### src/rtl/id_ex_stage.sv
// ID/EX pipeline register with load-use hazard detection, flush squashing
// and a saturating count of inserted bubbles.
module id_ex_stage (
    input  logic        clk_i,
    input  logic        rst_i,
    input  logic [14:0] ctrl_i,
    input  logic [31:0] pc4_i,
    input  logic [31:0] rs_data_i,
    input  logic [31:0] rt_data_i,
    input  logic [31:0] imm_i,
    input  logic [4:0]  rs_addr_i,
    input  logic [4:0]  rt_addr_i,
    input  logic [4:0]  rd_addr_i,
    input  logic        uses_rt_i,
    input  logic        flush_i,
    output logic [14:0] ctrl_o,
    output logic [31:0] pc4_o,
    output logic [31:0] rs_data_o,
    output logic [31:0] rt_data_o,
    output logic [31:0] imm_o,
    output logic [4:0]  rs_addr_o,
    output logic [4:0]  rt_addr_o,
    output logic [4:0]  rd_addr_o,
    output logic        stall_o,
    output logic [15:0] bubble_cnt_o
);

    logic load_in_ex;
    logic rs_match;
    logic rt_match;
    logic bubble;

    // Load in EX whose destination is read by the ID instruction; $0 never hazards.
    assign load_in_ex = ctrl_o[3] & ctrl_o[14] & (rt_addr_o != 5'd0);
    assign rs_match   = (rt_addr_o == rs_addr_i);
    assign rt_match   = uses_rt_i & (rt_addr_o == rt_addr_i);
    assign stall_o    = load_in_ex & (rs_match | rt_match);
    assign bubble     = flush_i | stall_o;

    always_ff @(posedge clk_i or negedge rst_i) begin
        if (!rst_i) begin
            ctrl_o    <= '0;
            pc4_o     <= '0;
            rs_data_o <= '0;
            rt_data_o <= '0;
            imm_o     <= '0;
            rs_addr_o <= '0;
            rt_addr_o <= '0;
            rd_addr_o <= '0;
        end else if (flush_i) begin
            ctrl_o    <= '0;
            pc4_o     <= '0;
            rs_data_o <= '0;
            rt_data_o <= '0;
            imm_o     <= '0;
            rs_addr_o <= '0;
            rt_addr_o <= '0;
            rd_addr_o <= '0;
        end else begin
            // A stall only zeroes control; data still advances with the bubble.
            ctrl_o    <= stall_o ? '0 : ctrl_i;
            pc4_o     <= pc4_i;
            rs_data_o <= rs_data_i;
            rt_data_o <= rt_data_i;
            imm_o     <= imm_i;
            rs_addr_o <= rs_addr_i;
            rt_addr_o <= rt_addr_i;
            rd_addr_o <= rd_addr_i;
        end
    end

    always_ff @(posedge clk_i or negedge rst_i) begin
        if (!rst_i) begin
            bubble_cnt_o <= '0;
        end else if (bubble && (bubble_cnt_o != '1)) begin
            bubble_cnt_o <= bubble_cnt_o + 16'd1;
        end
    end

endmodule
### config.mk
export PLATFORM = sky130hd
export DESIGN_NAME = id_ex_stage
export DESIGN_NICKNAME = d
export VERILOG_FILES = /design/src/rtl/id_ex_stage.sv
export SDC_FILE = /design/constraint.sdc
export NUM_CORES = 1
export LEC_CHECK = 0
export CAP_MARGIN = 20
export CORE_AREA = 2 2 133 135
export DETAILED_ROUTE_END_ITERATION = 6
export DIE_AREA = 0 0 135 137
export PLACE_DENSITY_LB_ADDON = 0.12
export SLEW_MARGIN = 20
export SYNTH_ARGS = -nofsm -noshare
export SYNTH_HDL_FRONTEND = slang
export SYNTH_SLANG_ARGS = --single-unit
export TNS_END_PERCENT = 30
### constraint.sdc
create_clock -name clk_i -period 2.5 [get_ports clk_i]
set_input_delay 0.5 -clock clk_i [delete_from_list [all_inputs] [get_ports clk_i]]
set_output_delay 0.5 -clock clk_i [all_outputs]
set_load 0.05 [all_outputs]
# Word level (Yosys, flattened, before mapping)
# Cells that the tools add are included.
# word_totals
ff_bits	174
out_inout_bits	175
elab_cells	30
# op_classes
n_bitwise	6
n_addsub	1
n_mux	9
n_reduce_logical	2
eq_ne	3
# op_table
operator	count
$mux W32	4
$mux W15	2
$add A16 B1 Y16 const B	1
$ne A16 B16 Y1 const B	1
$mux W5	3
$eq A5 B5 Y1	2
$reduce_bool A5 Y1	1
$and A1 B1 Y1	4
$or A1 B1 Y1	2
$logic_and A1 B1 Y1	1

# Logic depth before layout (Yosys ltp)
# depth
word_depth	6
mapped_depth	7

# Worst setup path before layout
# Ideal clock, no wire load.
# synth_path
path_type	register to output
startpoint	reg rt_addr_o[3]
endpoint	out stall_o
arrival_time_ns	1.931
path_buffers	0
required_ns	2.000
path_stages_with_launch	5
slack_ns	0.069
cell_sequence	dfrtp_1 > xor2_1 > nor4_2 > a32oi_1 > nor2_1
# synth_between
elab_chain_cells	4
# synth_rtl
element	line_no	text
start: declaration	22	output logic [4:0] rt_addr_o,
start signal: assignment	67	rt_addr_o <= rt_addr_i;
$eq A5 B5 Y1	36	assign rt_match = uses_rt_i & (rt_addr_o == rt_addr_i);
$and A1 B1 Y1	36	
$or A1 B1 Y1	37	assign stall_o = load_in_ex & (rs_match | rt_match);
$and A1 B1 Y1 (*)	37	
end: declaration	24	output logic stall_o,
# Every way passes the cells marked *; elsewhere a longest branch is shown, timed or not.

# Final worst setup path
# layout_path
startpoint	reg rt_addr_o[1]
endpoint	out stall_o
# The elaborated chain is that of the path after synthesis.

==> key figures <==
Yosys
  – Compound-gate portion of the synthesized area: 1.550%
  – Synth Register Bits: 174
  – Syn Nets: 589
  – Mapped cell area: 5973 µm²
  – Synth Area per Inst: 14.02 µm²
  – Library cells used by synthesis: 35
  – Synth Area in Simple Gates: 20.49%
  – XOR/XNOR share of the synthesized area: 2.639%
  – Top cell type by total area after synthesis: dfrtp_1
  – Mux contribution to synthesized area: 0.7541%
  – Synth top area cells: dfrtp_1 73%, nor2b_1 15%, xor2_1 2.5%, and2_1 1.6%, clkbuf_1 1.0%
  – Syn. warnings: 0
  – Top FF cell, synth: dfrtp_1
  – Post-synth EDFFs: 0
  – Top-area cell type share of the netlist area: 72.89%
  – Post-synthesis sequential area ratio: 72.89%
  – Synth Instances: 426
  – Share of flip-flops with an asynchronous set or reset: 100.0%
  – Largest family of logic cells by synthesized area: simple AND/OR/NAND/NOR gates
  – Synth Area in Adders: 0.2095%

STA
  – Fin. Hold Viols: 0
  – Final period util: 97.14%
  – Crit path time final: 2.429 ns
  – Worst slew pin tran: 0.5826 ns
  – Skew final: 0.007894 ns
  – Setup slack after layout: 0.07143 ns
  – Upper clock frequency limit: 0.4118 GHz
  – Slew headroom: 61.04%
  – Slew Limit Fails: 0
  – Setup violators final: 0

Global routing
  – GR Overflow Total: 0
  – Largest net degree at the start of global routing: 144
  – Global-route wire length before repair: 26310 µm
  – Initial antenna violation count: 2
  – Vias in the first global route: 4660
  – GR Util All Layers: 18.89%

Floorplanning
  – IO Pins: 337
  – Die area: 18500 µm²
  – # rows: 48
  – Die W: 135 µm
  – Initial core utilization: 35.02%
  – Core area: 17060 µm²
  – Die height: 137 µm

Setup path
  – Crit-path cells: or4_1 > o211ai_4 > nor2_4 > buf_12
  – CP Launch Type: flip-flop
  – CP Data Arrival Time: 1.93 ns
  – Crit path required time: 2.00 ns
  – Crit path max fanout: 4
  – Critical path endpoint category: output port
  – Worst path max stage delay: 0.61 ns
  – Slowest CP cell: or4_1
  – Worst Path Class, Setup: flip-flop to output port

Route
  – Routed length per instance: 17.05 µm
  – Via count: 4421
  – Initial detailed-routing violation count: 174
  – Final WL: 17330 µm
  – ANT nets after route: 0
  – DR pass1 iterations: 4
  – Avg Vias per Cell: 4.351
  – # DRC: 0

Placement
  – IO Port Bufs: 336
  – Post-Place Setup Slack: -0.1457 ns
  – Post-DP HPWL: 12880 µm
  – Cells after DPL: 977
  – GP Congestion: 0.7964

Power
  – Leakage: 0.004435 µW
  – PwrDens: 723.2 nW/µm²
  – Largest vdd supply drop: 824.6 µV

Layout
  – FF/Latch Area: 4355 µm²
  – Most frequent cells in the layout: 331 x clkdlybuf4s50_1, 173 x dfrtp_1, 143 x nor2b_1, 17 x xor2_1, 17 x clkbuf_16
  – Fillers: 1369
  – Fin nets: 939
  – Finished Layout Cells: 1016
  – Most common cell after layout, fill and taps aside: clkdlybuf4s50_1
  – Syn-to-layout area delta: 72.60%
  – Layout cells sized above 1: 7.731%
  – Footprint of the multi-input gates: 1553 µm²

Clock network
  – Skew-Pair Late Insertion Delay: 0.42 ns
  – CTS tree: yes
  – Worst-path clk slew: 0.07 ns
  – Htree depth: 4
  – Clock Path Buffers: 2
  – Num CTS Buffers: 17
  – Clk root buf: clkbuf_16
  – Clk sinks: 174

Status
  – Status: finished clean

Job
  – Max cap viols: 0

Min path
  – Worst min path class: input port to flip-flop
-- flip-flops by register name, indices dropped and copies added, names as in the netlist --
name and flops:
rd_addr_o 5, pc4_o 32, rt_data_o 32, rt_addr_o 5, imm_o 32, rs_addr_o 5
rs_data_o 32, bubble_cnt_o 16, ctrl_o 15
-- final timing paths --
check,cells after the start,slack [ns],from,to
hold / removal,2,0.37,rt_addr_i[2],rt_addr_o[2]$_DFF_PN0_
min in group asynchronous,2,0.55,rst_i,rs_data_o[6]$_DFF_PN0_
max in group asynchronous,3,1.20,rst_i,ctrl_o[5]$_DFF_PN0_
hold reg to reg,1,0.49,bubble_cnt_o[9]$_DFFE_PN0P_,bubble_cnt_o[9]$_DFFE_PN0P_
setup / recovery,4,0.07,rt_addr_o[1]$_DFF_PN0_,stall_o
setup reg to reg,7,0.20,rt_addr_o[1]$_DFF_PN0_,bubble_cnt_o[15]$_DFFE_PN0P_
-- stage by stage --
step	TNS [ns]	total power (µW)	instance area [µm²]	hold WS (ns)	util, %
3_5_place_dp	-0.8839	4951	9661	0.4250	56.64
6_report	0	7456	10310	0.3716	60.45
5_1_grt	-0.001185	7760	10310	0.3904	60.43
4_1_cts	0	7523	10260	0.4935	60.17
3_3_place_gp	-0.4922	4931	9661	0.4218	56.64
2_1_floorplan	0	4130	5973	0.2044	-
-- critical path: cells and delay by family, from the launching register on --
kind                   cells  cell delay [ns]
AND/OR/NAND/NOR            2             0.68
flip-flops                 1             0.44
AO/OA/AOI/OAI              1             0.24
buffers and inverters      1             0.15
-- logic make-up (layout without fill, tap and decap cells) --
| family | after synthesis | after routing |
|---|---|---|
| AND/OR/NAND/NOR | 195 | 195 |
| flip-flops | 174 | 174 |
| buffers and inverters | 21 | 384 |
| XOR/XNOR | 18 | 18 |
| AO/OA/AOI/OAI | 13 | 13 |
| multiplexers | 4 | 4 |
| adder cells (fa/ha/maj) | 1 | 1 |
| other | 0 | 2 |
-- routing by layer --
metal	vias up	part of all wire [%]	track usage (%)
met2	208	50	32.09
li1	2048	-	-
met4	0	3.2	8.565
met1	2134	38	21.86
met5	-	0	0
met3	31	8.5	6.148
-- cell type report --
class	count	area share, %
flip-flops and latches	174	42.25
repair buffers	349	34.21
multi-input cells	231	15.06
clock buffers	20	4.527
well taps	225	2.731
clock inverters	12	1.068
inverters	3	0.1092
diodes	2	0.04854
-- Yosys cell counts (2+ instances only) --
master	count
and2_1	15
nand3_1	3
a31oi_1	3
a21oi_1	3
dfrtp_1	174
inv_1	3
xor2_1	17
nand4_1	2
nor2b_1	143
and3_1	2
clkbuf_1	16
nor3_1	7
nor2_1	4
nand2_1	8
mux2_2	4
nor4b_1	2
a41oi_1	2
-- report_power, final --
part           switching [µW]  internal (µW)
clock                    1100           1460
sequential                132           3010
combinational            1050            698
-- timing repair --
action / in CTS / in global routing
hold buffers: 1 / 0
setup endpoints to repair: 1 / 2
hold endpoints to repair: 33 / 0
resized for setup: 2 / 5
pin swaps: 1 / 4
buffers inserted: 1 / 3
Power figures use the tool's default switching activity.
